## src/rtl/out_uart_pkg.sv

```systemverilog
// Shared types and defaults for the CPU output UART transmitter.
package out_uart_pkg;

    localparam int unsigned CLKS_PER_BIT_DEFAULT = 868;
    localparam int unsigned FIFO_DEPTH_DEFAULT   = 4;
    localparam int unsigned WORD_W               = 16;
    localparam int unsigned BYTE_W               = 8;

    typedef enum logic [1:0] {
        IDLE  = 2'd0,
        START = 2'd1,
        DATA  = 2'd2,
        STOP  = 2'd3
    } tx_state_t;

endpackage

```

## src/rtl/out_fifo.sv

```systemverilog
// Word FIFO buffering CPU output words ahead of the serialiser.
module out_fifo
    import out_uart_pkg::*;
#(
    parameter int unsigned FIFO_DEPTH = FIFO_DEPTH_DEFAULT,
    parameter int unsigned WIDTH      = WORD_W
) (
    input  logic             i_clk,
    input  logic             i_nReset,
    input  logic             i_push,
    input  logic             i_pop,
    input  logic [WIDTH-1:0] i_data,
    output logic [WIDTH-1:0] o_data,
    output logic             o_full,
    output logic             o_empty
);

    localparam int unsigned PTR_W = $clog2(FIFO_DEPTH);
    localparam int unsigned CNT_W = PTR_W + 1;

    logic [WIDTH-1:0] r_mem [FIFO_DEPTH];
    logic [PTR_W-1:0] r_wr_ptr;
    logic [PTR_W-1:0] r_rd_ptr;
    logic [CNT_W-1:0] r_count;
    logic             r_full;
    logic             r_empty;
    logic             w_push;
    logic             w_pop;
    logic [CNT_W-1:0] w_count_nxt;

    // A write while full is dropped even if a pop happens on the same edge.
    assign w_push = i_push && !r_full;
    assign w_pop  = i_pop && !r_empty;

    // Next occupancy; push+pop together leaves it unchanged.
    always_comb begin
        w_count_nxt = r_count;
        case ({w_push, w_pop})
            2'b10:   w_count_nxt = r_count + CNT_W'(1);
            2'b01:   w_count_nxt = r_count - CNT_W'(1);
            default: w_count_nxt = r_count;
        endcase
    end

    // Pointers, occupancy and registered full/empty flags.
    always_ff @(posedge i_clk or negedge i_nReset) begin
        if (!i_nReset) begin
            r_wr_ptr <= '0;
            r_rd_ptr <= '0;
            r_count  <= '0;
            r_full   <= 1'b0;
            r_empty  <= 1'b1;
        end else begin
            if (w_push) r_wr_ptr <= r_wr_ptr + PTR_W'(1);
            if (w_pop)  r_rd_ptr <= r_rd_ptr + PTR_W'(1);
            r_count <= w_count_nxt;
            r_full  <= (w_count_nxt == CNT_W'(FIFO_DEPTH));
            r_empty <= (w_count_nxt == '0);
        end
    end

    // Storage array, cleared on reset.
    always_ff @(posedge i_clk or negedge i_nReset) begin
        if (!i_nReset) begin
            for (int i = 0; i < int'(FIFO_DEPTH); i++) r_mem[i] <= '0;
        end else if (w_push) begin
            r_mem[r_wr_ptr] <= i_data;
        end
    end

    assign o_data  = r_mem[r_rd_ptr];
    assign o_full  = r_full;
    assign o_empty = r_empty;

endmodule

```

## src/rtl/out_uart_tx.sv

```systemverilog
// Serialises buffered 16-bit CPU words as two 8N1 bytes, high byte first.
module out_uart_tx
    import out_uart_pkg::*;
#(
    parameter int unsigned CLKS_PER_BIT = CLKS_PER_BIT_DEFAULT,
    parameter int unsigned FIFO_DEPTH   = FIFO_DEPTH_DEFAULT
) (
    input  logic              i_clk,
    input  logic              i_nReset,
    input  logic [WORD_W-1:0] i_data,
    input  logic              i_wrOut,
    output logic              o_full,
    output logic              o_empty,
    output logic              o_busy,
    output logic              o_overflow,
    output logic              o_tx
);

    localparam int unsigned BAUD_W = $clog2(CLKS_PER_BIT);
    localparam logic [BAUD_W-1:0] BAUD_LAST = BAUD_W'(CLKS_PER_BIT - 1);

    tx_state_t         r_state;
    logic [BAUD_W-1:0] r_baud;
    logic [2:0]        r_bit;
    logic              r_sel;
    logic [WORD_W-1:0] r_shift;
    logic              r_tx;
    logic              r_busy;
    logic              r_overflow;

    logic              w_full;
    logic              w_empty;
    logic [WORD_W-1:0] w_rd_data;
    logic              w_pop;
    logic              w_bit_end;
    logic [BYTE_W-1:0] w_byte;

    out_fifo #(
        .FIFO_DEPTH (FIFO_DEPTH),
        .WIDTH      (WORD_W)
    ) u_fifo (
        .i_clk    (i_clk),
        .i_nReset (i_nReset),
        .i_push   (i_wrOut),
        .i_pop    (w_pop),
        .i_data   (i_data),
        .o_data   (w_rd_data),
        .o_full   (w_full),
        .o_empty  (w_empty)
    );

    assign w_bit_end = (r_baud == BAUD_LAST);
    assign w_byte    = r_sel ? r_shift[7:0] : r_shift[15:8];

    // Pop when idle, or at the end of a low-byte stop bit for gapless frames.
    always_comb begin
        w_pop = 1'b0;
        case (r_state)
            IDLE:    w_pop = !w_empty;
            STOP:    w_pop = w_bit_end && r_sel && !w_empty;
            default: w_pop = 1'b0;
        endcase
    end

    // Sticky overflow on any write presented while the FIFO is full.
    always_ff @(posedge i_clk or negedge i_nReset) begin
        if (!i_nReset) begin
            r_overflow <= 1'b0;
        end else if (i_wrOut && w_full) begin
            r_overflow <= 1'b1;
        end
    end

    // Frame FSM with baud counter that restarts at every bit boundary.
    always_ff @(posedge i_clk or negedge i_nReset) begin
        if (!i_nReset) begin
            r_state <= IDLE;
            r_baud  <= '0;
            r_bit   <= '0;
            r_sel   <= 1'b0;
            r_shift <= '0;
            r_tx    <= 1'b1;
            r_busy  <= 1'b0;
        end else begin
            case (r_state)
                IDLE: begin
                    r_tx <= 1'b1;
                    if (!w_empty) begin
                        r_shift <= w_rd_data;
                        r_sel   <= 1'b0;
                        r_baud  <= '0;
                        r_state <= START;
                        r_tx    <= 1'b0;
                        r_busy  <= 1'b1;
                    end
                end
                START: begin
                    if (w_bit_end) begin
                        r_baud  <= '0;
                        r_bit   <= '0;
                        r_state <= DATA;
                        r_tx    <= w_byte[0];
                    end else begin
                        r_baud <= r_baud + BAUD_W'(1);
                    end
                end
                DATA: begin
                    if (w_bit_end) begin
                        r_baud <= '0;
                        if (r_bit == 3'd7) begin
                            r_state <= STOP;
                            r_tx    <= 1'b1;
                        end else begin
                            r_bit <= r_bit + 3'd1;
                            r_tx  <= w_byte[r_bit + 3'd1];
                        end
                    end else begin
                        r_baud <= r_baud + BAUD_W'(1);
                    end
                end
                STOP: begin
                    if (w_bit_end) begin
                        r_baud <= '0;
                        if (!r_sel) begin
                            r_sel   <= 1'b1;
                            r_state <= START;
                            r_tx    <= 1'b0;
                        end else if (!w_empty) begin
                            r_shift <= w_rd_data;
                            r_sel   <= 1'b0;
                            r_state <= START;
                            r_tx    <= 1'b0;
                        end else begin
                            r_state <= IDLE;
                            r_busy  <= 1'b0;
                        end
                    end else begin
                        r_baud <= r_baud + BAUD_W'(1);
                    end
                end
                default: begin
                    r_state <= IDLE;
                    r_tx    <= 1'b1;
                    r_busy  <= 1'b0;
                end
            endcase
        end
    end

    assign o_full     = w_full;
    assign o_empty    = w_empty;
    assign o_busy     = r_busy;
    assign o_overflow = r_overflow;
    assign o_tx       = r_tx;

endmodule

```

## config.mk

```make
export PLATFORM = sky130hd
export DESIGN_NAME = out_uart_tx
export DESIGN_NICKNAME = d
export VERILOG_FILES = /design/src/rtl/out_uart_pkg.sv /design/src/rtl/out_fifo.sv /design/src/rtl/out_uart_tx.sv
export SDC_FILE = /design/constraint.sdc
export NUM_CORES = 1
export LEC_CHECK = 0
export ABC_AREA = 1
export CORE_MARGIN = 5
export CORE_UTILIZATION = 45
export CTS_BUF_LIST = sky130_fd_sc_hd__clkbuf_16
export DETAILED_ROUTE_END_ITERATION = 6
export PLACE_DENSITY = 0.59
export SYNTH_ARGS = -nofsm -noshare
export SYNTH_HDL_FRONTEND = slang
export SYNTH_SLANG_ARGS = --single-unit
```

## constraint.sdc

```tcl
create_clock -name i_clk -period 5.95 [get_ports i_clk]
set_input_delay 0.8925 -clock i_clk [delete_from_list [all_inputs] [get_ports i_clk]]
set_output_delay 0.8925 -clock i_clk [all_outputs]
set_load 0.02 [all_outputs]
```

=== Word-level counts from Yosys, hierarchy flattened ===
Cells that the tools add are included.

* $add $sub $neg: 6
* Multipliers: 0
* Div/mod/pow operators: 0
* Order comparisons: 4
* Equal/unequal tests: 17
* Shift operators: 0
* Mux-type cells: 46
* Bitwise gates (word level): 2
* Reduce and logical (&&, ||, !) cells: 19

{| class="wikitable"
|+ Operators by type and width
! cell !! count
|-
| 16-bit 2-to-1 mux || 6
|-
| 64-bit bitwise mux || 1
|-
| 16-bit binary-select mux with 2-bit select || 1
|-
| 16-bit demux with 2-bit select || 1
|-
| 16-bit case mux with 2 select lines || 1
|-
| 10-bit 2-to-1 mux || 2
|-
| 10-bit case mux with 2 select lines || 1
|-
| 1-bit 2-to-1 mux || 16
|-
| 2-bit != test (second input constant) || 7
|-
| 3-bit case mux with 2 select lines || 2
|-
| 10-bit by 1-bit adder with 10-bit output (second input constant) || 1
|-
| 10-bit equality test (second input constant) || 1
|-
| 2-bit 2-to-1 mux || 5
|-
| 5-bit AND reduction || 2
|-
| 3-bit 2-to-1 mux || 3
|-
| 8-bit 2-to-1 mux || 1
|-
| 2-bit case mux with 4 select lines || 1
|-
| 4-bit AND reduction || 2
|-
| 3-bit by 1-bit adder with 3-bit output (second input constant) || 2
|-
| 2-bit equality test (second input constant) || 3
|-
| 3-bit equality test (second input constant) || 2
|-
| 3-bit greater-or-equal comparator (second input constant) || 2
|-
| 1-bit logical AND || 6
|-
| 2-bit inverter with 3-bit output || 2
|-
| other kinds (16) || 23
|}

* Flip-flop bits (word level): 108
* Latch bits: 0
* Bits in writable memories: 0
* Bits in read-only memories: 0
* Input bits: 19
* Output and inout bits: 5
* Logic and storage cells: 111
* Memories: 0

=== Logic depth before layout (Yosys ltp) ===
* Depth in word-level cells: 8
* Mapped depth: 15

=== By module ===
Synthesis repeated with hierarchy kept, for this count alone.

* Cell total of the unflattened synthesis: 601
* Area total of the unflattened synthesis: 5437.7 sq um

{| class="wikitable"
|+ By module, submodules not included
! module !! instances !! cells an instance !! area an instance (sq um) !! sequential area each (sq um)
|-
| out_fifo || 1 || 362 || 3417.0 || 1828.0
|-
| out_uart_tx || 1 || 239 || 2020.7 || 877.1
|}

=== Worst setup path before layout ===
No wires, ideal clock.

* Path kind: register to register
* Start point: reg r_baud[0]
* End point: reg u_fifo.r_empty (netlist: u_fifo.o_empty)
* Arrival: 2.288 ns
* Required time: 5.882 ns
* Slack: 3.594 ns
* Stages on the path, launching flop included: 14
* Period minus slack after synthesis: 2.356 ns
* Path through: dfrtp_1 -> ha_1 -> nand2_1 -> nor2_1 -> nand2_2 -> nand2_1 -> nand2_1 -> inv_1 -> ha_1 -> inv_1 -> fa_1 -> o21ai_0 -> or2_2 -> nor2_1

* Cells in the longest elaborated chain, start to end: 8
* Elaborated cells on any way between the ends: 9
* Those cells by class: eq/ne (3); mux (2); reduce/logical (4)

{| class="wikitable"
|+ RTL lines
! what !! line !! text
|-
| from (decl) || out_uart_tx.sv:23 || <nowiki>logic [BAUD_W-1:0] r_baud;</nowiki>
|-
| from (signal assigned) || out_uart_tx.sv:104 || <nowiki>r_baud <= r_baud + BAUD_W'(1);</nowiki>
|-
| from (signal assigned) || out_uart_tx.sv:118 || <nowiki>r_baud <= r_baud + BAUD_W'(1);</nowiki>
|-
| from (signal assigned) || out_uart_tx.sv:138 || <nowiki>r_baud <= r_baud + BAUD_W'(1);</nowiki>
|-
| 10-bit equality test (*) || out_uart_tx.sv:52 || <nowiki>assign w_bit_end = (r_baud == BAUD_LAST);</nowiki>
|-
| 1-bit logical AND (*) (2 in series) || out_uart_tx.sv:60 || <nowiki>STOP: w_pop = w_bit_end && r_sel && !w_empty;</nowiki>
|-
| 1-bit case mux with 2 select lines (*) || out_uart_tx.sv:58 || <nowiki>case (r_state)</nowiki>
|-
| 1-bit logical AND (*) || out_fifo.sv:33 || <nowiki>assign w_pop = i_pop && !r_empty;</nowiki>
|-
| via u_fifo.w_pop || out_fifo.sv:28 || <nowiki>logic w_pop;</nowiki>
|-
| 2-bit by 1-bit equality test with 1-bit output or 2-bit equality test (tied branches) || out_fifo.sv:38 || <nowiki>case ({w_push, w_pop})</nowiki>
|-
| 3-bit case mux with 2 select lines (*) || out_fifo.sv:38 ||
|-
| via u_fifo.w_count_nxt[1] || out_fifo.sv:29 || <nowiki>logic [CNT_W-1:0] w_count_nxt;</nowiki>
|-
| 3-bit zero test (*) || out_fifo.sv:58 || <nowiki>r_empty <= (w_count_nxt == '0);</nowiki>
|-
| to (signal assigned) || out_fifo.sv:58 ||
|-
| to (decl) || out_fifo.sv:26 || <nowiki>logic r_empty;</nowiki>
|}

Mark *: on every way through the listed nets, which the timed path passes. The rest lies on a longest branch.
A chain may end at the register's enable or synchronous reset.

=== Final worst setup path ===
* Start point: reg r_sel
* End point: reg u_fifo.r_full (netlist: u_fifo.o_full)

* Cells in the longest elaborated chain, start to end: 7
* Elaborated cells on any way between the ends: 8
* Those cells by class: eq/ne (3); mux (2); reduce/logical (3)

{| class="wikitable"
|+ RTL lines
! what !! line !! text
|-
| from (decl) || out_uart_tx.sv:25 || <nowiki>logic r_sel;</nowiki>
|-
| from (signal assigned) || out_uart_tx.sv:80 || <nowiki>r_sel <= 1'b0;</nowiki>
|-
| from (signal assigned) || out_uart_tx.sv:90 || <nowiki>r_sel <= 1'b0;</nowiki>
|-
| from (signal assigned) || out_uart_tx.sv:125 || <nowiki>r_sel <= 1'b1;</nowiki>
|-
| 1-bit logical AND (*) (2 in series) || out_uart_tx.sv:60 ||
|-
| 1-bit case mux with 2 select lines (*) || out_uart_tx.sv:58 ||
|-
| 1-bit logical AND (*) || out_fifo.sv:33 ||
|-
| via u_fifo.w_pop || out_fifo.sv:28 ||
|-
| 2-bit by 1-bit equality test with 1-bit output or 2-bit equality test (tied branches) || out_fifo.sv:38 ||
|-
| 3-bit case mux with 2 select lines (*) || out_fifo.sv:38 ||
|-
| via u_fifo.w_count_nxt[2] || out_fifo.sv:29 ||
|-
| 3-bit equality test (*) || out_fifo.sv:57 || <nowiki>r_full <= (w_count_nxt == CNT_W'(FIFO_DEPTH));</nowiki>
|-
| to (signal assigned) || out_fifo.sv:57 ||
|-
| to (decl) || out_fifo.sv:25 || <nowiki>logic r_full;</nowiki>
|}

Marked as above.

==> qor.yml <==
outcome:
  outcome: "completed"
place:
  dpl_worst_slack_ns: 3.00
  dpl.hpwl_um: 6680
  gp_congestion: 0.805
  port-buffer-count: 23
  dp.cells: 703
timing:
  rsz0062_at_grt: "no"
  period_needed_ns: 2.86
  setup_viol: 0
  timing.final.crit_share_pct: 48.0
  tns_ns: 0
  holdWs_ns: 0.465
  slew_headroom_pct: 21.4
  maxSlewViolCount: 0
  fmax_ghz: 0.350
  worst_slack_ns: 3.09
  skew_ns: 0.00751
  hold_violations: 0
  tightest_slew_ns: 1.18
routing:
  postRouteAntennaNets: 0
  drt_first_pass_iters: 5
  wl_um: 10600
  drc: 0
  routedWlPerCell_um: 14.7
  vias: 3772
  drtIter0Drc: 342
  vias_per_cell: 5.25
worst_setup_path:
  crit_type: "flop to flop"
  cp.required_ns: 6.23
  cp_slowest_cell: "dfrtp_1"
  critPathMaxFanout: 13
  end_kind: "flop"
  slowest_delay_ns: 0.61
  ff2ff_setup_slack_ns: 3.09
  worstRegToRegCells: 14
  critPathLaunchType: "flop"
  cp_num_buf_inv: 4
  crit_family: "simple AND/OR/NAND/NOR gates"
  cp_data_arrival_time_ns: 3.14
  r2r-start: "r_sel"
  regToRegEndpoint: "u_fifo.o_full"
  cp_cell_sequence: "inv_2 -> nor2_1 -> nor2_1 -> nor4_1 -> nand2_1 -> inv_1 -> ha_1 -> inv_1 -> fa_1 -> a21oi_1 -> o21ai_0 -> xor2_1 -> inv_1 -> nor2_1"
clock_network:
  post_cts_resized: 0
  clkTransAtPathRegs_ns: 0.08
  cts_buffers: 9
  cts_tree: "built"
  htree_levels: 3
  hold_buffers: 0
  postCtsSetupRepairBufs: 0
  clkSinkCount: 108
  clock_latency_ns: 0.34
  clockRootBuffer: "clkbuf_16"
  clk_path_buf_depth: 2
min_path:
  hp-class: "flop to flop"
  hold_start: "o_overflow"
  min_to: "o_overflow"
  hold_depth: 1
floorplanning:
  rows: 38
  start_util_pct: 46.2
  die_x_um: 116
  core_sq_mm: 0.0109
  dieHeight_um: 116
  dieArea_sq_mm: 0.0134
  io_pins: 24
global_routing:
  antenna_found_initial: 0
  first_global_vias: 3729
  busiest_layer: "met2"
  grt_pass1_wl_um: 18400
  global_route.usage.met1_pct: 24.1
  grtUsageMet2_pct: 27.2
  grt.total_usage_pct: 17.3
  overflow: 0
  grt_util_met3_pct: 3.76
  grt_max_degree: 66
logic_synthesis:
  synth_compound_area_share_pct: 14.6
  yosysWarnings: 0
  ys_ff_latch: 108
  synth_top_family_by_area: "simple AND/OR/NAND/NOR gates"
  seq_area_frac_synth_pct: 53.6
  syn_area_per_cell_sq_um: 8.97
  synth_cell_type_count: 32
  netlist_area_sq_mm: 0.00505
  synth_top_area_share_pct: 52.5
  synth_cells: 563
  post-synth-top-area-cell: "dfrtp_1"
  synthTopCellsByArea: "dfrtp_1, o21ai_0, nand2_1"
  synth_nets: 595
  yosys.area_share.adder_pct: 3.37
  synth.area.mux_share_pct: 4.31
  synth-simple-area-share_pct: 17.2
  synth_xor_area_share_pct: 1.21
layout:
  fillers: 1023
  fin_cells: 719
  drive_gt1_share_pct: 8.12
  nets: 606
  final-seq-area_sq_mm: 0.00271
  multi_input_area_sq_mm: 0.00206
  area_growth_pct: 11.8
  diodes: 0
flow_run:
  max_cap_viol_count: 0
pwr:
  vdd_drop_max_uv: 288
  p_per_area_mw_per_mm2: 527
  power_frac_seq_pct: 42.8
  clkPwrFrac_pct: 19.4
  comb_power_share_pct: 37.8
  internal_power_mw: 1.84
  leakagePower_nw: 2.63
  swShare_pct: 38.1
  switchingPower_mw: 1.13
final cells by class:
class | count | area share (%)
timing repair buffer | 25 | 4.30
sequential | 108 | 47.9
multi-input combinational | 382 | 36.5
tap | 140 | 3.10
inverter | 48 | 3.19
clock buffer | 9 | 3.99
clock inverter | 7 | 1.04
flip-flops by register name, summed over array words and instances (netlist names), 2 cells and up:
register and flops:
u_fifo.r_mem 64, r_shift 16, r_baud 10, r_bit 3
u_fifo.r_count 3, r_state 2, u_fifo.r_rd_ptr 2, u_fifo.r_wr_ptr 2
placed cells by master (no fill, tap or decap), drive strengths merged, types with 3 or more instances in the layout:
cell           instances
buf                    3
o32ai                 17
clkdlybuf4s50         22
a21oi                  9
clkinv                 3
inv                   51
nand3                 23
dfrtp                106
o21ai                 98
o22ai                  3
nand2                121
mux2                  16
xor2                   5
clkbuf                 9
nor2                  65
ha                    12
power by group through the flow:
| stage | clock network, mW | logic (mW) | registers [mW] |
|---|---|---|---|
| 2_1_floorplan | 0 | 0.915 | 1.21 |
| 3_3_place_gp | 0 | 1.10 | 1.28 |
| 3_5_place_dp | 0 | 1.13 | 1.28 |
| 4_1_cts | 0.591 | 1.14 | 1.27 |
| 5_1_grt | 0.619 | 1.29 | 1.32 |
| 6_report | 0.576 | 1.12 | 1.27 |
Yosys cell counts:
library cell and count:
inv_2 4, clkbuf_1 20, o21ai_0 97, o32ai_1 17
mux2_4 10, dfrtp_1 106, nand4_1 2, nor4_1 1
o21ai_1 1, a21o_1 1, xor2_1 5, a211oi_2 1
nor4_2 1, or2_2 1, inv_1 44, nor2_1 64
nor2_2 1, dfstp_2 2, nand2_1 118, o22ai_1 3
ha_1 12, fa_1 1, nand2_2 2, nor3_1 1
o31ai_1 2, buf_6 1, nand2_4 1, buf_2 4
mux2_2 6, a21oi_1 9, xnor2_1 2, nand3_1 23
routing by layer:
layer  vias to the layer above  share of wire, %
met4                         0               1.1
met5                         -                 0
met3                        11               3.3
met1                      1813                49
li1                       1889                 -
met2                        59                46
worst max path at each step:
stage	slack [ns]	to	startpoint	depth (start not counted)
2_1_floorplan	3.59	u_fifo.o_empty	r_baud[0]	13
3_3_place_gp	3.08	u_fifo.r_mem[32]	i_wrOut	5
3_5_place_dp	3.00	u_fifo.o_full	i_wrOut	10
4_1_cts	3.08	u_fifo.o_full	r_sel	14
5_1_grt	2.79	u_fifo.o_full	r_sel	13
6_report	3.09	u_fifo.o_full	r_sel	14
per-stage QoR:
stage | utilization [%] | power (mW) | area (sq um)
CTS | 51.6 | 3.00 | 5650
global route | 51.6 | 3.23 | 5650
floorplan | - | 2.13 | 5050
detailed placement | 49.0 | 2.41 | 5360
global placement | 49.0 | 2.38 | 5360
finish | 51.6 | 2.97 | 5650
cells by family after synthesis:
logic type | count (synthesis)
flip-flops | 108
XOR/XNOR | 7
adder cells (fa/ha/maj) | 13
AO/OA/AOI/OAI | 131
buffers and inverters | 73
multiplexers | 16
AND/OR/NAND/NOR | 215
Note: power is estimated with default switching activity, not from simulation.
